[src/rtl/fetch_queue.sv]
// fetch_queue: instruction buffer between the fetch and decode stages.
// Each accepted fetch word is tagged with a sequence number. The tag
// increments by one per accepted word and wraps modulo 2^SEQ_W. Decode sees
// the oldest entry through a valid/ready handshake. Fetch is stalled while
// the queue is full. A flush empties the queue in one cycle.
//
// Ports
//   in_clk          clock, rising edge
//   in_rst_n        asynchronous active-low reset
//   in_f_insnbits   instruction word from fetch (sampled when in_f_done=1)
//   in_f_done       enqueue request from fetch
//   out_f_stall     queue full; fetch must hold its PC
//   in_flush        drop all buffered and incoming instructions
//   in_d_ready      decode accepts the head entry this cycle
//   out_d_valid     head entry valid
//   out_d_insnbits  head instruction word, 0 when empty
//   out_d_seq       head sequence tag, 0 when empty
//   out_count       current occupancy
//   out_overflow    sticky: an enqueue was dropped because the queue was full
//
// DEPTH must be a power of two and at least 2. The pointers then wrap
// modulo DEPTH through plain binary overflow.
module fetch_queue #(
  parameter int unsigned DEPTH = 4,
  parameter int unsigned SEQ_W = 8
) (
  input  logic                     in_clk,
  input  logic                     in_rst_n,
  input  logic [31:0]              in_f_insnbits,
  input  logic                     in_f_done,
  output logic                     out_f_stall,
  input  logic                     in_flush,
  input  logic                     in_d_ready,
  output logic                     out_d_valid,
  output logic [31:0]              out_d_insnbits,
  output logic [SEQ_W-1:0]         out_d_seq,
  output logic [$clog2(DEPTH):0]   out_count,
  output logic                     out_overflow
);

  localparam int unsigned PtrW = $clog2(DEPTH);
  localparam int unsigned CntW = PtrW + 1;

  logic [31:0]      insn_mem [DEPTH];
  logic [SEQ_W-1:0] seq_mem  [DEPTH];

  logic [PtrW-1:0]  rd_ptr_q, rd_ptr_d;
  logic [PtrW-1:0]  wr_ptr_q, wr_ptr_d;
  logic [CntW-1:0]  count_q, count_d;
  logic [SEQ_W-1:0] seq_q, seq_d;
  logic             ovf_q, ovf_d;

  logic full, valid, deq, enq_req, enq;

  // All outputs come from registered state only.
  assign full        = (count_q == CntW'(DEPTH));
  assign valid       = (count_q != '0);
  assign out_f_stall = full;
  assign out_d_valid = valid;
  assign out_count   = count_q;
  assign out_overflow = ovf_q;
  assign out_d_insnbits = valid ? insn_mem[rd_ptr_q] : '0;
  assign out_d_seq      = valid ? seq_mem[rd_ptr_q]  : '0;

  assign deq     = valid & in_d_ready & ~in_flush;
  assign enq_req = in_f_done & ~in_flush;
  // A push into a full queue is taken only if the head leaves in the same cycle.
  assign enq     = enq_req & (~full | deq);

  always_comb begin
    rd_ptr_d = rd_ptr_q;
    wr_ptr_d = wr_ptr_q;
    count_d  = count_q;
    seq_d    = seq_q;
    ovf_d    = ovf_q;
    if (in_flush) begin
      // Tags keep counting across a flush so younger work never reuses a tag.
      rd_ptr_d = '0;
      wr_ptr_d = '0;
      count_d  = '0;
    end else begin
      if (enq) begin
        wr_ptr_d = wr_ptr_q + PtrW'(1);
        seq_d    = seq_q + SEQ_W'(1);
      end
      if (deq) begin
        rd_ptr_d = rd_ptr_q + PtrW'(1);
      end
      if (enq && !deq) begin
        count_d = count_q + CntW'(1);
      end else if (deq && !enq) begin
        count_d = count_q - CntW'(1);
      end
      if (enq_req && full && !deq) begin
        ovf_d = 1'b1;
      end
    end
  end

  always_ff @(posedge in_clk or negedge in_rst_n) begin
    if (!in_rst_n) begin
      rd_ptr_q <= '0;
      wr_ptr_q <= '0;
      count_q  <= '0;
      seq_q    <= '0;
      ovf_q    <= 1'b0;
    end else begin
      rd_ptr_q <= rd_ptr_d;
      wr_ptr_q <= wr_ptr_d;
      count_q  <= count_d;
      seq_q    <= seq_d;
      ovf_q    <= ovf_d;
    end
  end

  // Entry storage is not reset. Contents are qualified by count_q.
  always_ff @(posedge in_clk) begin
    if (enq) begin
      insn_mem[wr_ptr_q] <= in_f_insnbits;
      seq_mem[wr_ptr_q]  <= seq_q;
    end
  end

endmodule

[config.mk]
export PLATFORM = sky130hd
export DESIGN_NAME = fetch_queue
export DESIGN_NICKNAME = d
export VERILOG_FILES = /design/src/rtl/fetch_queue.sv
export SDC_FILE = /design/constraint.sdc
export NUM_CORES = 1
export LEC_CHECK = 0
export ABC_AREA = 1
export CAP_MARGIN = 40
export CORE_ASPECT_RATIO = 1.1
export CORE_UTILIZATION = 55
export CTS_CLUSTER_DIAMETER = 30
export CTS_CLUSTER_SIZE = 40
export DETAILED_ROUTE_END_ITERATION = 8
export HOLD_SLACK_MARGIN = 0.05
export PLACE_DENSITY = 0.79
export SLEW_MARGIN = 20
export SYNTH_ARGS = -nofsm -noshare
export SYNTH_HDL_FRONTEND = slang
export SYNTH_SLANG_ARGS = --single-unit
[constraint.sdc]
create_clock -name in_clk -period 3.3 [get_ports in_clk]
set_input_delay 0.33 -clock in_clk [delete_from_list [all_inputs] [get_ports in_clk]]
set_output_delay 0.33 -clock in_clk [all_outputs]
set_load 0.02 [all_outputs]
==> impl_summary.txt <==
----------------------------------------------------
[Floorplan]
  IO Pins ... 83
  Floorplan die area ... 0.0134 mm^2
  Core box area ... 0.0126 mm^2
  Overall die height ... 121 um
  Die width ... 111 um
  Starting utilization of the core area ... 0.564
  Site row count ... 43

[Clock tree]
  Number of setup buffers added after CTS ... 0
  Clock-pin slew on the worst setup and hold paths ... 70 ps
  Number of CTS-inserted buffers ... 17
  Clock Sink Count ... 176
  Post-CTS Hold Fix Bufs ... 0
  CTS root buf ... clkbuf_16
  Resized cells post-CTS ... 0
  Depth of the CTS H-tree ... 4
  TritonCTS clock tree ... done
  CTS Buffer Depth ... 2
  Worst skew pair latency ... 420 ps

[Synth]
  Synth warnings ... 0
  Synthesized net count ... 634
  Dominant synthesized flop cell ... edfxtp_1
  Area of the mapped netlist ... 0.00713 mm^2
  Post-synth EDFFs ... 160
  Biggest area contributors in the synthesized netlist ... edfxtp_1 67%, nor2_1 8.7%, o21ai_0 5.7%, dfrtp_1 5.6%, a21oi_1 2.9%
  Syn avg cell area ... 12.1 um^2
  Gate Count Post-Synth ... 591
  Most used standard cell by instance count after synthesis ... nor2_1
  Post-synth top cells ... 165 x nor2_1, 160 x edfxtp_1, 81 x o21ai_0
  Count of state elements after synthesis ... 176
  Unique masters post-synth ... 31
  Biggest area consumer among synthesized cells ... edfxtp_1
  Part of the Yosys area used for sequential elements ... 0.730
  Share of flip-flops with an asynchronous set or reset ... 0.0909
  Fraction of synthesized cell area taken by the top area cell type ... 0.674

[STA]
  RSZ-0062 raised after global routing ... no
  Fin crit share ... 0.935
  Final Hold Violating Endpoints ... 0
  Worst slew pin tran ... 847 ps
  Final min period ... 3090 ps
  Final count of pins violating max slew ... 0
  Max Fclk ... 324 MHz
  Setup TNS ... 0 ps
  Max Clock Skew ... 9.93 ps
  Setup violations, final ... 0
  Slew headroom ... 0.435

[Global route]
  Antenna violations before repair ... 0
  Largest net degree at the start of global routing ... 82
  Grt ovf ... 0
  First-pass GRT wire length ... 22.1 mm
  Vias in the first global route ... 4616
  GRT Util Overall ... 0.217

[Layout]
  Area growth syn-to-layout ... 21.6%
  Nets ... 715
  Layout cells sized above 1 ... 0.0920
  Diode count ... 0
  Filler instances ... 831

[Placement]
  Post-DP HPWL ... 8.10 mm
  Count of buffers inserted at the top-level ports ... 82
  GPL Wtd Cong ... 0.787

[Route]
  Average via count per standard cell ... 5.60
  Count of antenna-violating nets left after detailed routing ... 0
  Total Wirelength ... 14.1 mm
  Initial DRC count ... 359
  Vias after detailed routing ... 4715
  Number of remaining DRC errors ... 0
  Number of detailed-route iterations in the first pass ... 5
  Detailed-route wire length per cell ... 16.7 um

[Pwr]
  Fraction of power consumed by combinational cells ... 0.343
  Highest ir drop seen on vdd ... 0.538 mV
  Total leakage power ... 3.09 nW
  Share of total power in sequential cells ... 0.399
  Internal power component ... 4.59 mW
  Switching fraction of total power ... 0.345
  Clock network fraction of total power ... 0.257
  Switching power ... 2.41 mW
  Power density over cell area ... 808 mW/mm^2
  Power Total ... 7.00 mW

[Setup path]
  Worst endpoint required time ... 2970 ps
  Maximum net fanout on the critical path ... 81
  Startpoint Class ... register
  Endpoint kind of the worst setup timing path ... output port
  Critical path start-end classification ... register to output port
  Crit path arrival time ... 2760 ps

[Hold path]
  Kind of path behind the tightest hold check ... input port to asynchronous set/reset pin

[Outcome]
  Run status ... finished clean

[Flow run]
  Number of violations of the max-capacitance limit ... 0

----------------------------------------------------
[per-stage QoR]
step	instances	util	worst slack [ps]	hold WS, ps	area, um^2
4_1_cts	840	0.683	217	379	8640
3_3_place_gp	808	0.641	779	464	8100
3_5_place_dp	808	0.641	680	470	8100
5_1_grt	842	0.686	88.5	199	8670
6_report	842	0.686	213	185	8670
2_1_floorplan	591	-	54.4	34.4	7130
[state kept, by name, summed over array words and instances (netlist names)]
signal,count
wr_ptr_q,2
out_overflow,1
rd_ptr_q,2
seq_q,8
insn_mem,128
out_count,3
seq_mem,32
[placed cells by master, fill, tap and decap left out, types with 2 or more instances in the layout]
| master | count |
|---|---|
| clkdlybuf4s50_1 | 82 |
| o21ai_0 | 81 |
| inv_6 | 7 |
| a21oi_1 | 42 |
| clkbuf_1 | 2 |
| clkbuf_16 | 17 |
| nand2_1 | 35 |
| nand4_1 | 3 |
| inv_1 | 18 |
| dfrtp_1 | 15 |
| o21ai_1 | 3 |
| clkinv_2 | 3 |
| ha_1 | 5 |
| nor2_4 | 5 |
| xor2_1 | 4 |
| inv_2 | 5 |
| nand2_4 | 2 |
| clkinvlp_4 | 2 |
| clkinv_4 | 2 |
| nor2_1 | 161 |
| edfxtp_1 | 160 |
| xnor2_1 | 4 |
| buf_4 | 9 |
| nand3_1 | 4 |
| nand2_2 | 3 |
[per-layer routing]
metal | share of wire | global-route usage | vias up
met1 | 0.41 | 0.264 | 2298
met4 | 0.017 | 0.0992 | 0
li1 | - | - | 2212
met3 | 0.059 | 0.0450 | 25
met5 | 0 | 0 | -
met2 | 0.52 | 0.374 | 180
[critical path, stage by stage (launching register included)]
cell,delay [ps]
dfrtp_2,360
buf_4,640
nor2_1,140
nor2_1,110
o21ai_0,90
a21oi_1,270
clkdlybuf4s50_1,660
[final timing paths]
kind	start	end	slack [ps]	cells past startpoint
worst max-delay path	rd_ptr_q[0]	out_d_seq[2]	210	6
max in group asynchronous	in_rst_n	seq_q[6]	2700	2
worst min register to register	out_overflow	out_overflow	490	1
worst max register to register	out_count[2]	insn_mem[3][1]	1300	7
worst min-delay path	in_rst_n	out_overflow	180	1
min in group in_clk	out_overflow	out_overflow	490	1
[logic make-up (layout without fill, tap and decap cells)]
family	count (synthesis)	in the layout	share of synthesized area
and+or+nand+nor	217	217	0.124
adders and majority gates	6	6	0.0116
AOI/OAI and AO/OA	129	129	0.0920
xor gates and xnor gates	8	8	0.00983
DFF	176	176	0.730
buffers and inverters	55	149	0.0328
[power by group through the flow]
stage | combinational [mW] | sequential [mW] | clock [mW]
after detailed placement | 2.39 | 2.84 | 0
after floorplan | 1.36 | 2.83 | 0
after global placement | 2.34 | 2.83 | 0
after global routing | 2.58 | 2.82 | 1.90
final | 2.40 | 2.80 | 1.80
after CTS | 2.41 | 2.79 | 1.82
[final cells by class]
class	count	area, um^2	area share
clock buffer	19	433	0.0499
clock inverter	13	104	0.0120
inverter	24	91.3	0.0105
multi-input combinational	360	1720	0.198
sequential	176	5210	0.601
tap	157	196	0.0227
timing repair buffer	93	920	0.106
(Power assumes the default switching activity.)
